<file path="src/rtl/sr_latch_writer_pkg.sv">
// Shared definitions for the SR latch bank write controller: default timing,
// FSM state encoding and a small helper for sizing the stage counter.
package sr_latch_writer_pkg;

    localparam int DEF_WIDTH        = 4;
    localparam int DEF_SETUP_CYCLES = 1;
    localparam int DEF_PULSE_CYCLES = 2;
    localparam int DEF_HOLD_CYCLES  = 1;
    localparam int DEF_SYNC_STAGES  = 2;

    typedef enum logic [2:0] {
        ST_IDLE  = 3'd0,
        ST_SETUP = 3'd1,
        ST_PULSE = 3'd2,
        ST_HOLD  = 3'd3,
        ST_WAIT  = 3'd4,
        ST_DONE  = 3'd5
    } state_t;

    // Longest of the timed stages; the stage counter must be able to hold it.
    function automatic int max_stage_len(input int a, input int b, input int c, input int d);
        int m;
        m = a;
        if (b > m) m = b;
        if (c > m) m = c;
        if (d > m) m = d;
        return m;
    endfunction

endpackage

</file>
<file path="src/rtl/sr_latch_writer_sync.sv">
// Per-bit multi-flop synchronizer bringing the asynchronous latch Q outputs
// into the clk domain. All stages clear to 0 on reset.
module sync_nff
    import sr_latch_writer_pkg::*;
#(
    parameter int WIDTH  = DEF_WIDTH,
    parameter int STAGES = DEF_SYNC_STAGES
) (
    input  logic             clk,
    input  logic             rst_n,
    input  logic [WIDTH-1:0] d_in,
    output logic [WIDTH-1:0] q_out
);

    logic [STAGES-1:0][WIDTH-1:0] stage_q;
    logic [STAGES-1:0][WIDTH-1:0] stage_d;

    always_comb begin
        stage_d    = stage_q;
        stage_d[0] = d_in;
        for (int i = 1; i < STAGES; i++) begin
            stage_d[i] = stage_q[i-1];
        end
    end

    always_ff @(posedge clk or negedge rst_n) begin
        if (!rst_n) begin
            stage_q <= '0;
        end else begin
            stage_q <= stage_d;
        end
    end

    assign q_out = stage_q[STAGES-1];

endmodule

</file>
<file path="src/rtl/sr_latch_writer.sv">
// Write-side controller for a bank of gated SR latches: sequences R/S setup,
// the shared enable pulse and hold, then checks the synchronized Q readback.
module sr_latch_writer
    import sr_latch_writer_pkg::*;
#(
    parameter int WIDTH        = DEF_WIDTH,
    parameter int SETUP_CYCLES = DEF_SETUP_CYCLES,
    parameter int PULSE_CYCLES = DEF_PULSE_CYCLES,
    parameter int HOLD_CYCLES  = DEF_HOLD_CYCLES,
    parameter int SYNC_STAGES  = DEF_SYNC_STAGES
) (
    input  logic             clk,
    input  logic             rst_n,
    input  logic             wr_valid,
    output logic             wr_ready,
    input  logic [WIDTH-1:0] wr_data,
    input  logic [WIDTH-1:0] wr_mask,
    output logic [WIDTH-1:0] latch_r,
    output logic [WIDTH-1:0] latch_s,
    output logic             latch_e,
    input  logic [WIDTH-1:0] latch_q,
    output logic             done_valid,
    output logic             done_err,
    output logic [WIDTH-1:0] err_bits
);

    localparam int MAX_LEN = max_stage_len(SETUP_CYCLES, PULSE_CYCLES, HOLD_CYCLES, SYNC_STAGES);
    localparam int CNT_W   = $clog2(MAX_LEN) + 1;

    // Counter holds "cycles remaining minus one" so the stage ends when it reaches 0.
    function automatic logic [CNT_W-1:0] stage_load(input int len);
        return CNT_W'(len - 1);
    endfunction

    state_t           state_q, state_d;
    logic [CNT_W-1:0] cnt_q, cnt_d;
    logic [WIDTH-1:0] data_q, data_d;
    logic [WIDTH-1:0] mask_q, mask_d;
    logic [WIDTH-1:0] latch_r_q, latch_r_d;
    logic [WIDTH-1:0] latch_s_q, latch_s_d;
    logic             latch_e_q, latch_e_d;
    logic             done_valid_q, done_valid_d;
    logic             done_err_q, done_err_d;
    logic [WIDTH-1:0] err_bits_q, err_bits_d;

    logic [WIDTH-1:0] q_sync;
    logic [WIDTH-1:0] set_bits;
    logic [WIDTH-1:0] rst_bits;
    logic             drive_rs;

    sync_nff #(
        .WIDTH  (WIDTH),
        .STAGES (SYNC_STAGES)
    ) u_sync (
        .clk   (clk),
        .rst_n (rst_n),
        .d_in  (latch_q),
        .q_out (q_sync)
    );

    // Per-latch drive encoding; a bit is never both set and reset because
    // each uses the opposite polarity of the same data bit.
    for (genvar gi = 0; gi < WIDTH; gi++) begin : g_drive
        assign set_bits[gi] =  data_d[gi] & mask_d[gi];
        assign rst_bits[gi] = ~data_d[gi] & mask_d[gi];
    end

    always_comb begin
        state_d = state_q;
        cnt_d   = cnt_q;
        data_d  = data_q;
        mask_d  = mask_q;
        case (state_q)
            ST_IDLE: begin
                if (wr_valid) begin
                    data_d = wr_data;
                    mask_d = wr_mask;
                    if (wr_mask == '0) begin
                        state_d = ST_DONE;
                    end else begin
                        state_d = ST_SETUP;
                        cnt_d   = stage_load(SETUP_CYCLES);
                    end
                end
            end
            ST_SETUP: begin
                if (cnt_q == '0) begin
                    state_d = ST_PULSE;
                    cnt_d   = stage_load(PULSE_CYCLES);
                end else begin
                    cnt_d = cnt_q - CNT_W'(1);
                end
            end
            ST_PULSE: begin
                if (cnt_q == '0) begin
                    state_d = ST_HOLD;
                    cnt_d   = stage_load(HOLD_CYCLES);
                end else begin
                    cnt_d = cnt_q - CNT_W'(1);
                end
            end
            ST_HOLD: begin
                if (cnt_q == '0) begin
                    state_d = ST_WAIT;
                    cnt_d   = stage_load(SYNC_STAGES);
                end else begin
                    cnt_d = cnt_q - CNT_W'(1);
                end
            end
            ST_WAIT: begin
                if (cnt_q == '0) begin
                    state_d = ST_DONE;
                end else begin
                    cnt_d = cnt_q - CNT_W'(1);
                end
            end
            ST_DONE: begin
                state_d = ST_IDLE;
            end
            default: begin
                state_d = ST_IDLE;
                cnt_d   = '0;
            end
        endcase
    end

    // Drives are decoded from the next state so every latch-facing signal
    // comes straight out of a flop and only changes on a state transition.
    always_comb begin
        drive_rs     = (state_d == ST_SETUP) || (state_d == ST_PULSE) || (state_d == ST_HOLD);
        latch_s_d    = drive_rs ? set_bits : '0;
        latch_r_d    = drive_rs ? rst_bits : '0;
        latch_e_d    = (state_d == ST_PULSE);
        done_valid_d = (state_d == ST_DONE);
        err_bits_d   = err_bits_q;
        done_err_d   = done_err_q;
        if (state_d == ST_DONE) begin
            err_bits_d = (q_sync ^ data_d) & mask_d;
            done_err_d = |((q_sync ^ data_d) & mask_d);
        end
    end

    always_ff @(posedge clk or negedge rst_n) begin
        if (!rst_n) begin
            state_q      <= ST_IDLE;
            cnt_q        <= '0;
            data_q       <= '0;
            mask_q       <= '0;
            latch_r_q    <= '0;
            latch_s_q    <= '0;
            latch_e_q    <= 1'b0;
            done_valid_q <= 1'b0;
            done_err_q   <= 1'b0;
            err_bits_q   <= '0;
        end else begin
            state_q      <= state_d;
            cnt_q        <= cnt_d;
            data_q       <= data_d;
            mask_q       <= mask_d;
            latch_r_q    <= latch_r_d;
            latch_s_q    <= latch_s_d;
            latch_e_q    <= latch_e_d;
            done_valid_q <= done_valid_d;
            done_err_q   <= done_err_d;
            err_bits_q   <= err_bits_d;
        end
    end

    assign wr_ready   = (state_q == ST_IDLE);
    assign latch_r    = latch_r_q;
    assign latch_s    = latch_s_q;
    assign latch_e    = latch_e_q;
    assign done_valid = done_valid_q;
    assign done_err   = done_err_q;
    assign err_bits   = err_bits_q;

endmodule

</file>
<file path="config.mk">
export PLATFORM = sky130hd
export DESIGN_NAME = sr_latch_writer
export DESIGN_NICKNAME = d
export VERILOG_FILES = /design/src/rtl/sr_latch_writer_pkg.sv /design/src/rtl/sr_latch_writer_sync.sv /design/src/rtl/sr_latch_writer.sv
export SDC_FILE = /design/constraint.sdc
export NUM_CORES = 1
export LEC_CHECK = 0
export ABC_CLOCK_PERIOD_IN_PS = 1600
export BUFFER_PORTS_ARGS = -buffer_cell sky130_fd_sc_hd__buf_2
export CORE_MARGIN = 4
export CORE_UTILIZATION = 50
export CTS_BUF_LIST = sky130_fd_sc_hd__clkbuf_8
export DETAILED_ROUTE_END_ITERATION = 6
export PLACE_DENSITY = 0.79
export SETUP_SLACK_MARGIN = 0.2
export SLEW_MARGIN = 15
export SYNTH_ARGS = -nofsm -noshare
export SYNTH_HDL_FRONTEND = slang
export SYNTH_SLANG_ARGS = --single-unit
</file>
<file path="constraint.sdc">
create_clock -name clk -period 1.6 [get_ports clk]
set_input_delay 0.08 -clock clk [delete_from_list [all_inputs] [get_ports clk]]
set_output_delay 0.08 -clock clk [all_outputs]
set_load 0.01 [all_outputs]
</file>
==> impl_metrics.py, run 1 <==
metrics = {
    "final_layout": {
        "layout_common_cells": "33 x dfrtp_1, 30 x buf_2, 15 x buf_4, 12 x mux2_4",
        "num-nets-final": 212,
        "final_common_cell": "dfrtp_1",
        "n_antenna_cell": 0,
        "area_growth_pct": 55.14,
        "drive_above_1_share_pct": 60.51,
    },
    "floorplan": {
        "io_pins": 31,
        "start_util_pct": 54.17,
        "core_mm2": 0.002853,
        "fp.dieH_um": 63.59,
        "die-area_mm2": 0.004044,
        "die_w_um": 63.59,
        "fp-row-count": 19,
    },
    "timing": {
        "whs_ps": 73.78,
        "setup_viol": 8,
        "hold_viol_final": 0,
        "rsz0062_at_grt": "true",
        "clock.fmax_mhz": 609.9,
        "tns_ps": -147.8,
        "worst_pin_slew_ps": 757.7,
        "min_period_ps": 1639,
        "worst_slew_margin_rel_pct": 49.48,
        "skew_ps": 14.28,
        "post-route-worst-setup-slack_ps": -39.50,
        "final.period_utilization_pct": 102.5,
        "maxSlewViolCount": 0,
    },
    "global_route": {
        "use_met1_pct": 22.38,
        "grt_max_degree": 37,
        "grt_pass1_wl_mm": 5.761,
        "use_met2_pct": 30.77,
        "grt_use_total_pct": 18.71,
        "busiest_layer": "met2",
        "antenna_found_initial": 0,
        "grt_pass1_vias": 1232,
        "use_met3_pct": 6.217,
        "overflow": 0,
    },
    "routing": {
        "num_vias": 1256,
        "ant_nets": 0,
        "drt-initial-drc-count": 70,
        "wire_per_inst_um": 18.19,
        "wirelength_mm": 4.110,
        "dr.pass1.iters": 4,
        "via_per_inst": 5.558,
        "drc": 0,
    },
    "critical_path": {
        "endpoint_kind": "flop",
        "worstPathRequired_ps": 1770,
        "crit_arrival_ps": 1810,
        "critPathMaxFanout": 8,
        "path_class": "reg -> reg",
        "start_kind": "flop",
        "r2r_cells": 6,
    },
    "power": {
        "peakVddDrop_mv": 1.329,
        "swShare_pct": 36.70,
        "seq_power_share_pct": 28.4,
        "total_power_mw": 5.062,
        "p_clk_share_pct": 15.4,
        "power.density_mw_per_mm2": 2112,
        "p_leak_nw": 1.177,
        "comb_power_share_pct": 56.2,
        "internal_power_mw": 3.204,
        "switching_power_mw": 1.858,
    },
    "cts": {
        "htree_levels": 2,
        "numCtsBuffers": 5,
        "root_buffer": "clkbuf_8",
        "cts_tree": "done",
        "path_clk_slew_ps": 80,
        "clk_latency_ps": 300,
        "cts_buffer_depth": 2,
        "cts.sinks": 36,
    },
    "logic_synthesis": {
        "ys_seq_elements": 36,
        "ys_types": 29,
        "synth_top_cell_by_area": "dfrtp_1",
        "netlist_area_mm2": 0.001545,
        "synth_area_per_cell_um2": 11.98,
        "yosysSeqAreaShare_pct": 58.30,
        "synth_top_area_share_pct": 58.30,
        "synth.net_count": 147,
        "yosysWarnings": 0,
        "synth_cells": 129,
        "synthTopCellsByArea": "dfrtp_1 58%, mux2_2 8.7%, xor2_1 4.5%",
    },
    "place": {
        "place_ws_ps": -214.0,
        "gp_congestion": 0.7344,
        "hpwl_mm": 2.152,
        "portBuffers": 30,
    },
    "run": {
        "drv_cap": 0,
    },
    "worst_hold_path": {
        "hold_path.class": "in -> reg",
        "hold_depth": 2,
    },
    "outcome": {
        "violations": "negative setup slack",
        "status": "finished with violations",
    },
}
[per-layer routing]
metal  vias to the layer above  wire length (um)
met1                       621              1665
met2                        43              2083
met5                         -                 0
li1                        577                 -
met3                        15               224
met4                         0               138
[cells in the mapped netlist (all sizes together)]
library cell and n:
inv 6, nand3 5, mux2 12, a31oi 1
dfrtp 36, o221ai 1, a211oi 1, o21a 2
ha 3, nor4b 1, or4 1, nor4 1
xor2 8, and3 4, nand2b 2, buf 2
o31ai 1, clkbuf 3, nor2 8, a211o 2
a21oi 2, xnor2 1, nor3 2, a311oi 2
nand2 13, o21ai 9
[final cells by class]
| type | count | area [um^2] |
|---|---|---|
| multi-input combinational | 82 | 814.5 |
| inverter | 6 | 25.02 |
| tap | 31 | 38.79 |
| sequential | 36 | 904.6 |
| clock buffer | 5 | 68.82 |
| clock inverter | 3 | 38.79 |
| fill | 131 | 455.4 |
| timing repair buffer | 63 | 506.7 |
[flip-flops by register name (all words and copies together), names as in the netlist]
register,flops
latch_s,4
err_bits,4
latch_r,4
u_sync.q_out,4
mask_q,4
state_q,3
done_valid,1
data_q,4
done_err,1
u_sync.stage_d,4
latch_e,1
cnt_q,2
[cell families after synthesis]
kind of cell	count (synthesis)	share of synthesized area (%)
and+or+nand+nor	37	12.47
DFF	36	58.30
AOI/OAI and AO/OA	21	9.232
muxes	12	8.745
buffers and inverters	11	3.724
xor gates and xnor gates	9	5.101
adders and majority gates	3	2.429
[power by group through the flow]
stage | clock [mW] | sequential, mW | combinational, mW
after floorplan | 0 | 1.46 | 1.02
after global placement | 0 | 1.42 | 1.49
after detailed placement | 0 | 1.43 | 1.55
after CTS | 0.774 | 1.41 | 2.00
after global routing | 0.842 | 1.48 | 3.03
final | 0.781 | 1.44 | 2.85
[repair_timing]
item                                    CTS  global route
gates cloned                              1             1
resized for setup                        26            46
hold buffers                              5             0
pin swaps                                 4            17
hold endpoints to repair                 40             0
buffers inserted                          7            11
endpoints found under the setup margin   22            26
[critical path, stage by stage, from the launching register on]
cell     delay [ps]
dfrtp_2         430
nor4b_4         290
buf_4           160
buf_12          130
o21ai_2          80
nor4_2          300
o21ai_1         120
[per-stage QoR]
stage / instance area, um^2 / cells / utilization (%)
after floorplan: 1562 / 129 / -
final: 2397 / 226 / 84.04
after global placement: 1779 / 193 / 62.37
after CTS: 2123 / 214 / 74.43
after global routing: 2397 / 226 / 84.04
after detailed placement: 1779 / 193 / 62.37
[path summary, 6_finish.rpt]
check                           slack (ps)              start         endpoint
worst max-delay path                   -40         state_q[0]         done_err
min in group asynchronous              380              rst_n       state_q[0]
worst min-delay path                    70         wr_data[1]        data_q[1]
max in group asynchronous              690              rst_n       state_q[2]
worst min register to register         340  u_sync.stage_d[4]  u_sync.q_out[0]
worst max register to register         -40         state_q[0]         done_err
No activity file was read; power rests on OpenSTA's default activity.
==> inputs of run 2 (changes only) <==
--- a/config.mk
+++ b/config.mk
@@ -5,14 +5,15 @@
 export SDC_FILE = /design/constraint.sdc
 export NUM_CORES = 1
 export LEC_CHECK = 0
-export ABC_CLOCK_PERIOD_IN_PS = 1600
+export ABC_CLOCK_PERIOD_IN_PS = 1400
 export BUFFER_PORTS_ARGS = -buffer_cell sky130_fd_sc_hd__buf_2
 export CORE_MARGIN = 4
 export CORE_UTILIZATION = 50
 export CTS_BUF_LIST = sky130_fd_sc_hd__clkbuf_8
 export DETAILED_ROUTE_END_ITERATION = 6
 export PLACE_DENSITY = 0.79
-export SETUP_SLACK_MARGIN = 0.2
+export REMOVE_ABC_BUFFERS = 1
+export SETUP_SLACK_MARGIN = 0.4
 export SLEW_MARGIN = 15
 export SYNTH_ARGS = -nofsm -noshare
 export SYNTH_HDL_FRONTEND = slang
==> constraint.sdc (replaced) <==
create_clock -name clk -period 1.4 [get_ports clk]
set_input_delay 0.07 -clock clk [delete_from_list [all_inputs] [get_ports clk]]
set_output_delay 0.07 -clock clk [all_outputs]
set_load 0.01 [all_outputs]
==> run 2 against run 1 <==
  * The flow finishes with violations (negative hold slack, negative setup slack)
  * Wire length grew 15%
  * Count of clock-buffer cells in the layout grew 1
  * Sequential share of layout area grew 0.28 points
  * Clock skew is essentially flat
  * Critical path depth shrank 1
  * Via count grew 6.4%
  * Critical path type unchanged
  * Critical endpoint is now latch_s[2]
  * Highest routed layer unchanged
==> impl_metrics.py, run 2 (synthesis gave the netlist of run 1 again) <==
metrics = {
    "floorplan": {
        "start_util_pct": 54.17,
        "io_pins": 31,
        "die-area_mm2": 0.004044,
        "fp.dieH_um": 63.59,
        "core_mm2": 0.002853,
        "die_w_um": 63.59,
        "fp-row-count": 19,
    },
    "timing": {
        "worst_slew_margin_rel_pct": 48.40,
        "setup_viol": 27,
        "post-route-worst-setup-slack_ps": -249.7,
        "whs_ps": -153.9,
        "maxSlewViolCount": 0,
        "hold_viol_final": 36,
        "skew_ps": 14.65,
        "final.period_utilization_pct": 117.8,
        "clock.fmax_mhz": 606.2,
        "min_period_ps": 1650,
        "rsz0062_at_grt": "true",
        "tns_ps": -3709,
        "worst_pin_slew_ps": 774.0,
    },
    "final_layout": {
        "final_util_pct": 83.42,
        "area_growth_pct": 54.01,
        "fillers": 145,
        "drive_above_1_share_pct": 61.42,
        "num-nets-final": 214,
        "layout_common_cells": "33 x dfrtp_1, 30 x buf_2, 17 x buf_4, 10 x buf_6, 9 x mux2_4",
        "final_common_cell": "dfrtp_1",
        "n_antenna_cell": 0,
    },
    "routing": {
        "via_per_inst": 5.860,
        "drc": 0,
        "dr_wl_met3_um": 235,
        "ant_nets": 0,
        "num_vias": 1336,
        "drt-initial-drc-count": 79,
        "top_layer_used": "met4",
        "dr.pass1.iters": 4,
        "met1_length_mm": 1.811,
        "wire_per_inst_um": 20.67,
        "wirelength_mm": 4.713,
        "wl_met2_mm": 2.506,
    },
    "critical_path": {
        "r2r-start": "state_q[1]",
        "crit_chain": "nor4b_4 -> buf_4 -> buf_12 -> mux2_4 -> and3_4",
        "critical_path_buf_inv_count": 2,
        "critPathMaxFanout": 8,
        "path_class": "reg -> reg",
        "worstPathRequired_ps": 1570,
        "crit_start": "state_q[1]",
        "crit_arrival_ps": 1820,
        "slowest_delay_ps": 440,
        "start_kind": "flop",
        "cp_slowest_cell": "dfrtp_2",
        "crit_family": "simple AND/OR/NAND/NOR gates",
        "cp.depth": 5,
        "crit_path_end": "latch_s[2]",
        "r2r_cells": 5,
        "r2r-end": "latch_s[2]",
        "endpoint_kind": "flop",
        "r2r_setup_slack_ps": -250,
    },
    "global_route": {
        "grt_max_degree": 37,
        "grt_use_total_pct": 18.82,
        "grt_pass1_vias": 1284,
        "grt_pass1_wl_mm": 5.878,
        "overflow": 0,
        "antenna_found_initial": 0,
    },
    "power": {
        "p_leak_nw": 1.155,
        "switching_power_mw": 2.251,
        "p_clk_share_pct": 13.4,
        "internal_power_mw": 3.528,
        "peakVddDrop_mv": 1.404,
        "power.density_mw_per_mm2": 2428,
        "swShare_pct": 38.95,
        "comb_power_share_pct": 58.2,
        "seq_power_share_pct": 28.4,
    },
    "cts": {
        "cts_buffer_depth": 2,
        "clk_latency_ps": 290,
        "ctsHoldBuffers": 4,
        "numCtsBuffers": 5,
        "root_buffer": "clkbuf_8",
        "cts_tree": "done",
        "cts.sinks": 36,
        "htree_levels": 2,
        "path_clk_slew_ps": 80,
    },
    "outcome": {
        "status": "finished with violations",
        "violations": "negative hold slack, negative setup slack",
    },
    "worst_hold_path": {
        "hold_path.class": "in -> async",
    },
    "place": {
        "portBuffers": 30,
        "gp_congestion": 0.8056,
        "hpwl_mm": 2.187,
    },
    "run": {
        "drv_cap": 0,
    },
}
## run 2: worst min path at each step
stage | startpoint | endpoint | slack (ps)
final | rst_n | err_bits[3] | -150
after global routing | rst_n | err_bits[3] | -70
after CTS | rst_n | latch_e | -110
after detailed placement | latch_q[1] | u_sync.stage_d[5] | 180
after global placement | rst_n | u_sync.q_out[2] | 180
after floorplan | rst_n | cnt_q[0] | -230
## run 2: stage by stage
| step | cell area (um^2) | std cells | total power, mW | setup WS (ps) |
|---|---|---|---|---|
| 6_report | 2380 | 228 | 5.779 | -249.7 |
| 5_1_grt | 2380 | 228 | 6.079 | -320.9 |
| 4_1_cts | 2118 | 218 | 4.722 | -196.0 |
| 3_5_place_dp | 1817 | 199 | 3.489 | -406.1 |
| 3_3_place_gp | 1817 | 199 | 3.386 | -347.4 |
| 2_1_floorplan | 1510 | 124 | 2.703 | -457.6 |
## run 2: power by group through the flow
stage | registers, mW | logic, mW | clock network [mW]
2_1_floorplan | 1.75 | 0.950 | 0
3_3_place_gp | 1.61 | 1.77 | 0
3_5_place_dp | 1.64 | 1.85 | 0
4_1_cts | 1.63 | 2.33 | 0.761
5_1_grt | 1.68 | 3.57 | 0.836
6_report | 1.64 | 3.36 | 0.775
## run 2: cell type report
cell class / count / area [um^2] / area share, %
clock buffers: 6 / 82.58 / 3.470
repair buffers: 65 / 510.5 / 21.45
well taps: 31 / 38.79 / 1.630
clock inverters: 2 / 11.26 / 0.4732
multi-input cells: 82 / 802.0 / 33.70
flip-flops and latches: 36 / 904.6 / 38.01
inverters: 6 / 30.03 / 1.262
## run 2: routing by layer
| metal | track usage, % | vias to the layer above |
|---|---|---|
| met5 | 0 | - |
| met4 | 8.356 | 0 |
| met3 | 5.506 | 19 |
| met2 | 32.20 | 50 |
| met1 | 21.67 | 682 |
| li1 | - | 585 |
## run 2: timing repair
item	in CTS	in global routing
pin swaps	10	17
gates cloned	0	1
endpoints found under the setup margin	29	29
setup buffers	7	9
endpoints found under the hold margin	40	36
resized for setup	32	43
